<file path="config.mk">
export PLATFORM = sky130hd
export DESIGN_NAME = idwt_stream
export DESIGN_NICKNAME = d
export VERILOG_FILES = /design/src/rtl/idwt_pkg.sv /design/src/rtl/idwt_clip.sv /design/src/rtl/idwt_stream.sv
export SDC_FILE = /design/constraint.sdc
export NUM_CORES = 1
export LEC_CHECK = 0
export BUFFER_PORTS_ARGS = -buffer_cell sky130_fd_sc_hd__buf_2
export CAP_MARGIN = 20
export CORE_ASPECT_RATIO = 0.8
export CORE_MARGIN = 2
export CORE_UTILIZATION = 51
export CTS_CLUSTER_DIAMETER = 80
export DETAILED_ROUTE_END_ITERATION = 12
export MAX_ROUTING_LAYER = met4
export PLACE_DENSITY = 0.72
export SLEW_MARGIN = 20
export SYNTH_ARGS = -nofsm -noshare
export SYNTH_HDL_FRONTEND = slang
export SYNTH_HIERARCHICAL = 1
export SYNTH_SLANG_ARGS = --single-unit
</file>
<file path="constraint.sdc">
create_clock -name clk -period 23.7 [get_ports clk]
set_input_delay 3.555 -clock clk [delete_from_list [all_inputs] [get_ports clk]]
set_output_delay 3.555 -clock clk [all_outputs]
set_load 0.05 [all_outputs]
</file>
<file path="src/rtl/idwt_pkg.sv">
// idwt_pkg: shared types and constants for the streaming LeGall 5/3 inverse DWT.
// Build option: define IDWT_SAT_EN to saturate outputs instead of wrapping them.
package idwt_pkg;

    // Output phase of the reconstructor
    typedef enum logic [1:0] {
        ST_IDLE = 2'd0,  // waiting for a coefficient pair
        ST_ODD  = 2'd1,  // presenting o[n-1]
        ST_EVEN = 2'd2,  // presenting e[n]
        ST_TAIL = 2'd3   // presenting o[N-1] with mirrored e[N]
    } idwt_state_e;

    // Extra headroom bits carried through the lifting arithmetic
    localparam int EXT_W = 2;

    // Lifting rounding: e = L - ((Hp + H + RND_E) >>> SH_E); o = H + ((e + e1) >>> SH_O)
    localparam int RND_E = 2;
    localparam int SH_E  = 2;
    localparam int SH_O  = 1;

endpackage

</file>
<file path="src/rtl/idwt_clip.sv">
// idwt_clip: reduces a SIZE+EXT_W wide signed lifting result to SIZE bits.
// Build option: IDWT_SAT_EN selects saturation; otherwise two's-complement wrap.
module idwt_clip
    import idwt_pkg::*;
#(
    parameter int SIZE = 32
) (
    input  logic signed [SIZE+EXT_W-1:0] din,
    output logic signed [SIZE-1:0]       dout
);

`ifdef IDWT_SAT_EN
    localparam logic signed [SIZE-1:0] MAX_V = {1'b0, {(SIZE-1){1'b1}}};
    localparam logic signed [SIZE-1:0] MIN_V = {1'b1, {(SIZE-1){1'b0}}};

    // In range only when every bit above the result's sign bit copies it
    logic [EXT_W:0] top_bits;
    assign top_bits = din[SIZE+EXT_W-1:SIZE-1];

    // Clamp to the signed SIZE range
    always_comb begin
        if ((&top_bits) || !(|top_bits)) dout = din[SIZE-1:0];
        else if (din[SIZE+EXT_W-1])      dout = MIN_V;
        else                             dout = MAX_V;
    end
`else
    // Headroom bits are simply dropped in wrap mode
    logic clip_unused;
    assign clip_unused = ^din[SIZE+EXT_W-1:SIZE];
    assign dout        = din[SIZE-1:0];
`endif

endmodule

</file>
<file path="src/rtl/idwt_stream.sv">
// idwt_stream: streaming one-level inverse LeGall 5/3 DWT. Accepts (L,H) pairs
// and emits e0,o0,e1,o1,... with symmetric extension at both frame ends.
// Build option: IDWT_SAT_EN saturates each output (see idwt_clip).
module idwt_stream
    import idwt_pkg::*;
#(
    parameter int SIZE = 32
) (
    input  logic                   clk,
    input  logic                   resetn,
    input  logic                   in_valid,
    output logic                   in_ready,
    input  logic signed [SIZE-1:0] in_l,
    input  logic signed [SIZE-1:0] in_h,
    input  logic                   in_last,
    output logic                   out_valid,
    input  logic                   out_ready,
    output logic signed [SIZE-1:0] out_x,
    output logic                   out_last
);

    localparam int W = SIZE + EXT_W;
    typedef logic signed [W-1:0] wide_t;

    idwt_state_e state, state_nxt;

    // h_cur/e_cur hold H[n]/e[n] of the newest pair. o[n-1] is formed at the
    // moment pair n is accepted, while these still hold the n-1 values, so the
    // "previous" slot never needs its own register.
    wide_t h_cur, e_cur;
    logic  first_q, last_q;

    wide_t l_w, h_w, hp_w, e_new, o_val, x_wide;
    logic signed [SIZE-1:0] x_clip;
    logic accept, adv, last_nxt;

    assign in_ready = (state == ST_IDLE) | ((state == ST_EVEN) & out_ready & ~last_q);
    assign accept   = in_valid & in_ready;
    // Output register advances on an accept in IDLE, or a handshake elsewhere
    assign adv      = (state == ST_IDLE) ? accept : out_ready;

    // Lifting datapath for the incoming pair
    always_comb begin
        l_w   = W'(in_l);
        h_w   = W'(in_h);
        hp_w  = first_q ? h_w : h_cur;   // H[-1] = H[0] at frame start
        e_new = l_w - ((hp_w + h_w + wide_t'(RND_E)) >>> SH_E);
        o_val = h_cur + ((e_cur + e_new) >>> SH_O);
    end

    // Next state and the value the output register loads on advance
    always_comb begin
        state_nxt = state;
        x_wide    = e_cur;
        last_nxt  = 1'b0;
        case (state)
            ST_IDLE: begin
                if (accept) begin
                    state_nxt = first_q ? ST_EVEN : ST_ODD;
                    x_wide    = first_q ? e_new : o_val;
                end
            end
            ST_ODD: begin
                if (out_ready) begin
                    state_nxt = ST_EVEN;
                    x_wide    = e_cur;
                end
            end
            ST_EVEN: begin
                if (out_ready) begin
                    if (last_q) begin
                        // e[N] mirrors e[N-1], so o[N-1] = H + e
                        state_nxt = ST_TAIL;
                        x_wide    = h_cur + e_cur;
                        last_nxt  = 1'b1;
                    end else if (accept) begin
                        state_nxt = first_q ? ST_EVEN : ST_ODD;
                        x_wide    = first_q ? e_new : o_val;
                    end else begin
                        state_nxt = ST_IDLE;
                    end
                end
            end
            ST_TAIL: begin
                if (out_ready) state_nxt = ST_IDLE;
            end
            default: state_nxt = ST_IDLE;
        endcase
    end

    idwt_clip #(.SIZE(SIZE)) u_clip (
        .din  (x_wide),
        .dout (x_clip)
    );

    // State and registered output beat
    always_ff @(posedge clk or negedge resetn) begin
        if (!resetn) begin
            state     <= ST_IDLE;
            out_valid <= 1'b0;
            out_x     <= '0;
            out_last  <= 1'b0;
        end else begin
            state <= state_nxt;
            if (adv) begin
                out_valid <= (state_nxt != ST_IDLE);
                out_last  <= last_nxt;
                if (state_nxt != ST_IDLE) out_x <= x_clip;
            end
        end
    end

    // Coefficient registers and frame-boundary flags
    always_ff @(posedge clk or negedge resetn) begin
        if (!resetn) begin
            h_cur   <= '0;
            e_cur   <= '0;
            first_q <= 1'b1;
            last_q  <= 1'b0;
        end else if (accept) begin
            h_cur   <= h_w;
            e_cur   <= e_new;
            first_q <= 1'b0;
            last_q  <= in_last;
        end else if ((state == ST_TAIL) && out_ready) begin
            first_q <= 1'b1;
            last_q  <= 1'b0;
        end
    end

endmodule

</file>
== Yosys cells after proc, flatten, opt, wreduce, memory -nomap -nowiden ==
Index checks and enable logic that the tools add are counted.

* Memory bits (writable): 0
* Output and inout bits: 35
* Word-level logic and storage cells: 49
* Memories: 0
* Latch bits: 0
* Bits in registers: 103
* Input bits: 69
* ROM bits: 0

* Shifts and indexed selects: 0
* Muxes and demuxes: 22
* Multipliers: 0
* Add/subtract/negate cells: 6
* Div/mod/pow operators: 0
* Equality and inequality tests: 3
* Reductions and logical operators: 5
* Bitwise logic cells: 5
* Magnitude comparators: 0

{| class="wikitable"
|+ Operators with widths
! cell !! count
|-
| 2-to-1 mux 32 bit || 4
|-
| adder 32 bit || 2
|-
| case mux 32 bit (2 select lines) || 1
|-
| adder 34 x 3 -> 34 bit, second input constant || 1
|-
| adder 34 x 32 -> 34 bit || 1
|-
| 2-to-1 mux 34 bit || 1
|-
| adder 33 bit || 1
|-
| subtractor 32 x 32 -> 33 bit || 1
|-
| 2-to-1 mux 2 bit || 7
|-
| 2-to-1 mux 1 bit || 8
|-
| case mux 2 bit (4 select lines) || 1
|-
| == test 2 bit, second input constant || 2
|-
| nonzero test 2 bit || 2
|-
| AND 1 bit || 3
|-
| == test 2 x 1 -> 1 bit, second input constant || 1
|-
| zero test 2 bit || 1
|-
| AND reduction 2 bit || 1
|-
| logical AND 1 bit || 1
|-
| NOT 1 bit || 1
|-
| OR 1 bit || 1
|}

== Depth between registers and ports, before layout ==
Gate-level depths: netlist of the first run.

* Word-level depth: 11
* Depth in mapped cells: 44
* Depth with buffers taken out: 39

== Cells and area by module ==
Netlist of the first run, hierarchy kept.

{| class="wikitable"
|+ By module, submodules not included
! module !! seq. area each (um^2) !! area each (um^2) !! instances !! cells each
|-
| idwt_stream || 2578.7 || 14676.6 || 1 || 1873
|-
| idwt_clip || 0.0 || 240.2 || 1 || 32
|}

== Worst setup path after synthesis of the first run ==
Ideal clock, no wire load.

* Kind: input to register
* From: in in_h[4]
* To: reg out_x[31]
* Arrival: 11.056 ns
* Stages: 38
* Path buffers: 3
* Setup time: 0.125 ns
* Slack: 12.519 ns
* Path through: mux2_2 -> ha_1 -> ha_1 -> nand3_1 -> or4b_1 -> nand4_1 -> a31oi_1 -> o21bai_1 -> a21oi_1 -> o21ai_0 -> a31oi_1 -> xor2_1 -> ha_1 -> buf_2 -> nand4_1 -> nor4b_1 -> a21oi_2 -> a211o_2 -> [... 2 more ...] -> ha_1 -> nand2_1 -> or4_1 -> o21ai_1 -> xor2_1 -> ha_1 -> clkbuf_1 -> a21o_1 -> a21o_1 -> a21o_1 -> a21o_1 -> a21oi_1 -> a21oi_1 -> or3_1 -> a21oi_1 -> o221ai_1 -> buf_4 -> mux2_2

* Longest elaborated chain between the ends: 11

{| class="wikitable"
|+ Ends and longest elaborated chain
! item !! line !! RTL
|-
| from (decl) || idwt_stream.sv:14 || <nowiki>input logic signed [SIZE-1:0] in_h,</nowiki>
|-
| 2-to-1 mux 34 bit || idwt_stream.sv:46 || <nowiki>hp_w = first_q ? h_w : h_cur;</nowiki>
|-
| adder 34 x 32 -> 34 bit (*) || idwt_stream.sv:47 || <nowiki>e_new = l_w - ((hp_w + h_w + wide_t'(RND_E)) >>> SH_E);</nowiki>
|-
| adder 34 x 3 -> 34 bit (*) || idwt_stream.sv:47 ||
|-
| subtractor 32 x 32 -> 33 bit (*) || idwt_stream.sv:47 ||
|-
| via e_new[23] || idwt_stream.sv:33 || <nowiki>wide_t l_w, h_w, hp_w, e_new, o_val, x_wide;</nowiki>
|-
| adder 33 bit (*) || idwt_stream.sv:48 || <nowiki>o_val = h_cur + ((e_cur + e_new) >>> SH_O);</nowiki>
|-
| adder 32 bit (*) || idwt_stream.sv:48 ||
|-
| 2-to-1 mux 32 bit (*) || idwt_stream.sv:60, idwt_stream.sv:78 ||
|-
| 2-to-1 mux 32 bit (*) || idwt_stream.sv:58, idwt_stream.sv:76 ||
|-
| 2-to-1 mux 32 bit || idwt_stream.sv:71 || <nowiki>if (last_q) begin</nowiki>
|-
| 2-to-1 mux 32 bit || idwt_stream.sv:70 || <nowiki>if (out_ready) begin</nowiki>
|-
| case mux 32 bit (2 select lines) (*) || idwt_stream.sv:56 || <nowiki>case (state)</nowiki>
|-
| via x_wide[31] || idwt_stream.sv:33 ||
|-
| to (signal assigned) || idwt_stream.sv:108 || <nowiki>if (state_nxt != ST_IDLE) out_x <= x_clip;</nowiki>
|-
| to (decl) || idwt_stream.sv:18 || <nowiki>output logic signed [SIZE-1:0] out_x,</nowiki>
|}

The timed path passes the listed nets; every way through them passes the cells marked *.
A chain may end at the register's enable or synchronous reset.

== Worst setup path in the final report of the first run ==
* From: in in_h[3]
* To: reg out_x[31]

Same word-level chain as after synthesis.

==> impl_metrics.csv, run 1 <==
group,metric,value,unit
global_routing,grt_pass1_wl,70400,µm
worst_setup_path,cp.depth,38,
die,fp.dieH,155,µm
sta,tightest_slew,0.957,ns
logic_synthesis,synth.avg_cell_area,7.88,µm²
worst_hold_path,hold_depth,2,
placement,hpwlAfterDp,35000,µm
clock_tree,clock-sinks,103,
die,io_pins,104,
global_routing,gr-usage-all-layers,0.311,
clock_tree,clockRootBuffer,"clkbuf_16",
finish,nNetsFinal,2138,
sta,final-hold-violation-count,0,
sta,slew_headroom,0.362,
routing,drc_errors,0,
routing,wl_per_cell,19.8,µm
routing,num_vias,13996,
worst_setup_path,crit_type,"primary input to flip-flop",
global_routing,grt_max_degree,76,
die,fp.dieW,193,µm
logic_synthesis,syn_nets,2113,
worst_setup_path,cp_num_buf_inv,2,
worst_setup_path,cp_slowest_cell,"or4b_1",
routing,routed_wl,44500,µm
worst_setup_path,cpPeakStageDelay,0.53,ns
sta,worst_clock_skew,0.0135,ns
routing,via_per_inst,6.23,
worst_setup_path,arrival,12.16,ns
worst_setup_path,start_kind,"primary input",
clock_tree,post_cts_buffers,0,
worst_setup_path,crit_path_frequent_cell,"ha_1",
placement,finalWeightedCongestion,0.945,
clock_tree,clock_latency,0.39,ns
worst_setup_path,critPathCaptureType,"flip-flop",
sta,rsz0062_at_grt,"false",
finish,drive_above_1_share,0.130,
global_routing,grt_remaining_overflow,0,
routing,drt_iter0_drc,1460,
logic_synthesis,yosysWarnings,6,
flow_run,cap_viol_max_count,0,
clock_tree,cts_hold_buf,0,
global_routing,grt_pass1_vias,12953,
die,core,28100,µm²
clock_tree,cts_tree,"built",
sta,slew_viol_final,0,
sta,fin_crit,11.89,ns
routing,drt-pass1-iter-count,6,
worst_setup_path,reg2reg_depth,38,
sta,period_share,0.501,
clock_tree,cts_buffers,9,
clock_tree,htree_levels,3,
worst_setup_path,crit_path_max_fanout,7,
outcome,status,"finished clean",
placement,portBuffers,103,
sta,fmax,0.0841,GHz
worst_hold_path,min_path_type,"flip-flop to flip-flop",
die,rows,55,
clock_tree,cts_resized,0,
worst_setup_path,cp.required,23.98,ns
sta,finalSetupViolations,0,
die,floorplan.die_area,29900,µm²
finish,antenna_cells,0,
global_routing,antenna_found_initial,0,
logic_synthesis,synth_area,14500,µm²
clock_tree,clkTransAtPathRegs,0.08,ns
finish,syn_to_final_growth,5.94,%
routing,drtAntennaViolNets,0,
worst_setup_path,crit_family,"compound AO/OA/AOI/OAI gates",
die,initial_core_util,0.516,
sta,finalSetupTns,0,ns
logic_synthesis,synthCells,1845,
clock_tree,clockBufferDepth,2,
[metrics by stage]
step	setup slack [ns]	util	hold WS, ns	instance area, µm²	std cells
after floorplan	12.52	-	0.445	14500	1845
after global placement	11.69	0.537	0.458	15100	2229
after detailed placement	11.61	0.537	0.463	15100	2229
after CTS	12.00	0.547	0.485	15400	2245
after global routing	11.21	0.547	0.524	15400	2245
final	11.81	0.547	0.478	15400	2245
[layout make-up]
type	count	area (µm²)
multi-input cells	1595	11300
clock buffers	9	225
fillers	2716	12800
repair buffers	114	601
well taps	370	463
flip-flops and latches	103	2580
inverters	47	176
clock inverters	7	57.6
[per-layer routing]
| metal | GRT usage | up-vias | wire, µm |
|---|---|---|---|
| li1 | - | 6802 | - |
| met5 | - | - | 0 |
| met3 | 0.0528 | 40 | 3830 |
| met1 | 0.483 | 6626 | 23000 |
| met2 | 0.411 | 528 | 17000 |
| met4 | 0.0651 | 0 | 658 |
[flip-flops by register name, indices dropped and copies added (netlist names)]
name and count:
e_cur 33, first_q 1, h_cur 32, last_q 1
out_last 1, out_valid 1, out_x 32, state 2
[worst register-to-register path, delay by kind of cell, from the launching register on]
kind                       cells  cell delay [ns]
AOI/OAI and AO/OA             15             3.05
xor gates and xnor gates       3             0.66
adders and majority gates      5             1.76
buffers and inverters          2             0.67
DFF                            1             0.87
muxes                          2             0.74
and+or+nand+nor               11             1.98
[placed cells by master (no fill, tap or decap), types with 25 or more instances in the layout]
cell type  instances
mux2_2            69
xnor2_1           63
nand2b_1          29
a211oi_1          35
dfrtp_1          102
o21bai_1          25
xor2_1            63
nor2_1           126
a21o_1            77
a21oi_1          145
buf_2            102
o21ai_0          105
inv_1             45
nand3_1           40
nand2_1          282
ha_1             194
[final timing paths]
check	start	endpoint	slack, ns
worst min-delay path	e_cur[32]	e_cur[32]	0.48
max in group asynchronous	resetn	h_cur[25]	19.22
worst min register to register	e_cur[32]	e_cur[32]	0.48
worst max register to register	first_q	out_x[31]	13.85
worst max-delay path	in_h[3]	out_x[31]	11.81
min in group asynchronous	resetn	out_x[1]	3.19
Power of run 1 is not shown: default switching activity piles up to over one toggle a cycle in this logic, so the estimate is an artifact.
==> inputs of run 2 (changes only) <==
- ABC_AREA: default -> 1
- clock period: 23.7 -> 11.67 ns (I/O delays scaled with it)
==> impl_metrics.csv, run 2 <==
group,metric,value,unit
worst_setup_path,cp_num_buf_inv,7,
finish,layout_common_cells,"808 x nand2_1, 367 x inv_1, 245 x nor2_1",
clock_tree,cts_tree,"built",
die,floorplan.die_area,33500,µm²
global_routing,grt_pass1_vias,16661,
sta,slew_headroom,0.163,
clock_tree,cts_resized,0,
routing,drc_errors,0,
die,io_pins,104,
finish,largest_reg_flops,33,
finish,top_register,"e_cur",
placement,portBuffers,103,
clock_tree,clkTransAtPathRegs,0.08,ns
sta,period_share,0.864,
worst_setup_path,startpoint,"in_h[1]",
worst_setup_path,crit_path_max_fanout,6,
routing,via_per_inst,5.75,
outcome,status,"finished clean",
routing,wl_per_cell,19.4,µm
worst_hold_path,min_path_type,"flip-flop to flip-flop",
logic_synthesis,synthCells,2711,
worst_setup_path,arrival,10.33,ns
sta,worst_clock_skew,0.0160,ns
worst_setup_path,r2r-start,"first_q",
finish,nNetsFinal,3010,
global_routing,grt_pass1_wl,94000,µm
clock_tree,cts_buffers,9,
logic_synthesis,yosysWarnings,6,
sta,fmax,0.0992,GHz
die,initial_core_util,0.519,
die,fp.dieH,164,µm
worst_setup_path,crit_path_frequent_cell,"nand2_1",
finish,final_common_cell,"nand2_1",
clock_tree,clock_latency,0.40,ns
logic_synthesis,synth_area,16300,µm²
finish,fillers,3301,
worst_setup_path,critPathCaptureType,"flip-flop",
global_routing,gr-usage-all-layers,0.378,
placement,finalWeightedCongestion,1.04,
worst_setup_path,cp_slowest_cell,"nor3_1",
die,fp.dieW,204,µm
clock_tree,clockRootBuffer,"clkbuf_16",
routing,num_vias,18213,
clock_tree,clockBufferDepth,2,
sta,finalSetupViolations,0,
finish,top_regs,"e_cur (33), h_cur (32), out_x (32)",
placement,place_ws,1.70,ns
global_routing,antenna_found_initial,0,
finish,syn_to_final_growth,5.42,%
clock_tree,htree_levels,3,
sta,rsz0062_at_grt,"false",
placement,hpwlAfterDp,50600,µm
finish,utilization,0.547,
worst_setup_path,crit_family,"simple AND/OR/NAND/NOR gates",
die,core,31500,µm²
sta,finalSetupTns,0,ns
routing,routed_wl,61600,µm
sta,tightest_slew,1.24,ns
flow_run,cap_viol_max_count,0,
die,rows,58,
sta,final-hold-violation-count,0,
finish,antenna_cells,0,
global_routing,grt_remaining_overflow,0,
worst_setup_path,cpPeakStageDelay,0.60,ns
clock_tree,cts_hold_buf,0,
sta,slew_viol_final,0,
global_routing,grt_max_degree,73,
worst_setup_path,crit_type,"primary input to flip-flop",
clock_tree,clock-sinks,103,
logic_synthesis,syn_nets,2979,
worst_setup_path,start_kind,"primary input",
finish,drive_above_1_share,0.0622,
clock_tree,post_cts_buffers,0,
sta,layout_setup_ws,1.59,ns
worst_setup_path,cp.required,11.92,ns
sta,fin_crit,10.08,ns
routing,drtAntennaViolNets,0,
logic_synthesis,synth.avg_cell_area,6.03,µm²
worst_hold_path,min-delay-start,"out_x[24]",
routing,drt_iter0_drc,2055,
routing,drt-pass1-iter-count,6,
run 2: layout make-up:
class	count	area [µm²]	area share
multi-input cells	2144	11800	0.687
flip-flops and latches	103	2580	0.150
inverters	372	1400	0.0813
repair buffers	112	589	0.0342
well taps	420	526	0.0305
clock buffers	9	225	0.0131
clock inverters	7	73.8	0.00429
run 2: layer usage:
layer | GRT usage | share of wire | wire length (µm) | up-vias
met5 | - | 0 | 0 | -
met4 | 0.125 | 0.035 | 2140 | 0
met3 | 0.0825 | 0.099 | 6110 | 116
met2 | 0.549 | 0.40 | 24800 | 848
met1 | 0.519 | 0.46 | 28500 | 8338
li1 | - | - | - | 8911
run 2: worst paths after layout:
kind / depth (start not counted) / slack, ns / to
setup / recovery: 48 / 1.59 / out_x[29]
max in group asynchronous: 2 / 9.19 / out_x[30]
setup reg to reg: 47 / 2.05 / out_x[29]
hold reg to reg: 2 / 0.48 / out_x[24]
hold / removal: 2 / 0.48 / out_x[24]
min in group asynchronous: 1 / 1.31 / h_cur[6]
run 2: stage by stage:
| step | cells | hold WS, ns | cell area, µm² |
|---|---|---|---|
| final | 3167 | 0.480 | 17200 |
| after global routing | 3167 | 0.495 | 17200 |
| after CTS | 3167 | 0.483 | 17200 |
| after detailed placement | 3151 | 0.462 | 16900 |
| after global placement | 3151 | 0.456 | 16900 |
| after floorplan | 2711 | 0.502 | 16300 |
run 2: tightest hold or removal path, stage by stage, from the launching register on:
cell and delay [ns]:
dfrtp_1 0.34, nand2_1 0.06, o21ai_2 0.05
Power of run 2 is left out for the same reason.
==> inputs of run 3 (changes only) <==
- ABC_AREA: 1 -> 0
- CTS_BUF_LIST: default -> sky130_fd_sc_hd__clkbuf_16
==> impl_metrics.csv, run 3 (synthesis gave the netlist of run 1 again) <==
group,metric,value,unit
outcome,status,"finished clean",
placement,finalWeightedCongestion,0.946,
sta,period_share,0.875,
routing,drtAntennaViolNets,0,
global_routing,grt_max_degree,57,
clock_tree,clockBufferDepth,2,
clock_tree,cts_buffers,9,
worst_hold_path,min-delay-start,"out_x[2]",
finish,top_register,"e_cur",
die,fp.dieW,193,µm
clock_tree,cts_hold_buf,0,
sta,finalSetupTns,0,ns
sta,rsz0062_at_grt,"false",
clock_tree,cts_resized,0,
sta,worst_clock_skew,0.0142,ns
worst_setup_path,ff2ff_setup_slack,1.81,ns
global_routing,gr-usage-all-layers,0.312,
worst_setup_path,start_kind,"primary input",
die,rows,55,
global_routing,antenna_found_initial,0,
finish,layout_common_cells,"282 x nand2_1, 194 x ha_1, 145 x a21oi_1",
worst_setup_path,cpPeakStageDelay,0.53,ns
clock_tree,clockRootBuffer,"clkbuf_16",
placement,portBuffers,103,
routing,wl_per_cell,20.1,µm
clock_tree,clkTransAtPathRegs,0.08,ns
worst_setup_path,crit_path_frequent_cell,"ha_1",
sta,final-hold-violation-count,0,
worst_setup_path,arrival,10.48,ns
placement,dp.cells,2232,
clock_tree,clock-sinks,103,
worst_setup_path,r2r-start,"first_q",
sta,slew_headroom,0.315,
routing,drt-pass1-iter-count,5,
die,floorplan.die_area,29900,µm²
sta,tightest_slew,1.02,ns
worst_hold_path,min_path_type,"flip-flop to flip-flop",
placement,hpwlAfterDp,36000,µm
clock_tree,post_cts_buffers,0,
worst_setup_path,crit_type,"primary input to flip-flop",
finish,largest_reg_flops,33,
global_routing,grt_pass1_vias,12575,
worst_setup_path,crit_family,"compound AO/OA/AOI/OAI gates",
routing,via_per_inst,6.23,
finish,fin_cells,2248,
worst_setup_path,cp_slowest_cell,"or4b_1",
worst_hold_path,hold_depth,1,
finish,drive_above_1_share,0.130,
finish,antenna_cells,0,
die,core,28100,µm²
die,fp.dieH,155,µm
flow_run,cap_viol_max_count,0,
routing,drc_errors,0,
sta,slew_viol_final,0,
worst_setup_path,cp.required,11.94,ns
worst_setup_path,r2r-end,"out_x[31]",
clock_tree,cts_tree,"built",
worst_setup_path,critPathCaptureType,"flip-flop",
routing,drt_iter0_drc,1236,
sta,fin_crit,10.21,ns
die,initial_core_util,0.516,
worst_setup_path,crit_path_max_fanout,7,
finish,nNetsFinal,2141,
clock_tree,htree_levels,3,
global_routing,grt_pass1_wl,70000,µm
worst_hold_path,min_to,"out_x[2]",
die,io_pins,104,
worst_setup_path,reg2reg_depth,37,
finish,top_regs,"e_cur (33), h_cur (32), out_x (32)",
sta,fmax,0.0979,GHz
global_routing,grt_remaining_overflow,0,
finish,syn_to_final_growth,6.36,%
finish,final_common_cell,"nand2_1",
routing,routed_wl,45300,µm
routing,num_vias,14013,
sta,finalSetupViolations,0,
worst_setup_path,cp_num_buf_inv,2,
clock_tree,clock_latency,0.38,ns
## run 3: how the worst max path moves through the flow
stage	start	endpoint	cells past startpoint
floorplan	in_h[4]	out_x[31]	38
global placement	in_h[4]	out_x[31]	38
detailed placement	in_h[4]	out_x[31]	38
CTS	in_h[4]	out_x[31]	38
global route	in_h[3]	out_x[31]	38
finish	in_h[4]	out_x[31]	38
## run 3: cell type report
cell class	count	area (µm²)
inverter	47	176
multi-input combinational	1595	11300
sequential	103	2580
fill	2624	12700
tap	370	463
timing repair buffer	117	623
clock inverter	7	95.1
clock buffer	9	225
## run 3: per-layer routing
metal	share of wire	track usage	wire length (µm)	vias to the layer above
met5	0	-	0	-
met4	0.016	0.0622	703	0
met3	0.10	0.0643	4710	49
met2	0.38	0.411	17100	586
met1	0.50	0.480	22700	6563
li1	-	-	-	6815
## run 3: stage by stage
step / utilization / instance area (µm²) / setup WS [ns] / hold slack [ns]
2_1_floorplan: - / 14500 / 2.29 / 0.445
3_3_place_gp: 0.538 / 15100 / 1.34 / 0.457
3_5_place_dp: 0.538 / 15100 / 1.32 / 0.488
4_1_cts: 0.549 / 15500 / 1.63 / 0.506
5_1_grt: 0.549 / 15500 / 0.950 / 0.514
6_report: 0.549 / 15500 / 1.46 / 0.504
## run 3: worst register-to-register path: cells and delay by family, from the launching register on
kind	cells	cell delay, ns
compound gates	17	3.21
xor+xnor	3	0.81
fa+ha+maj	5	1.86
buf+inv	1	0.10
flops	1	0.96
mux	2	0.71
simple gates	9	2.11
Power of run 3 is left out for the same reason.
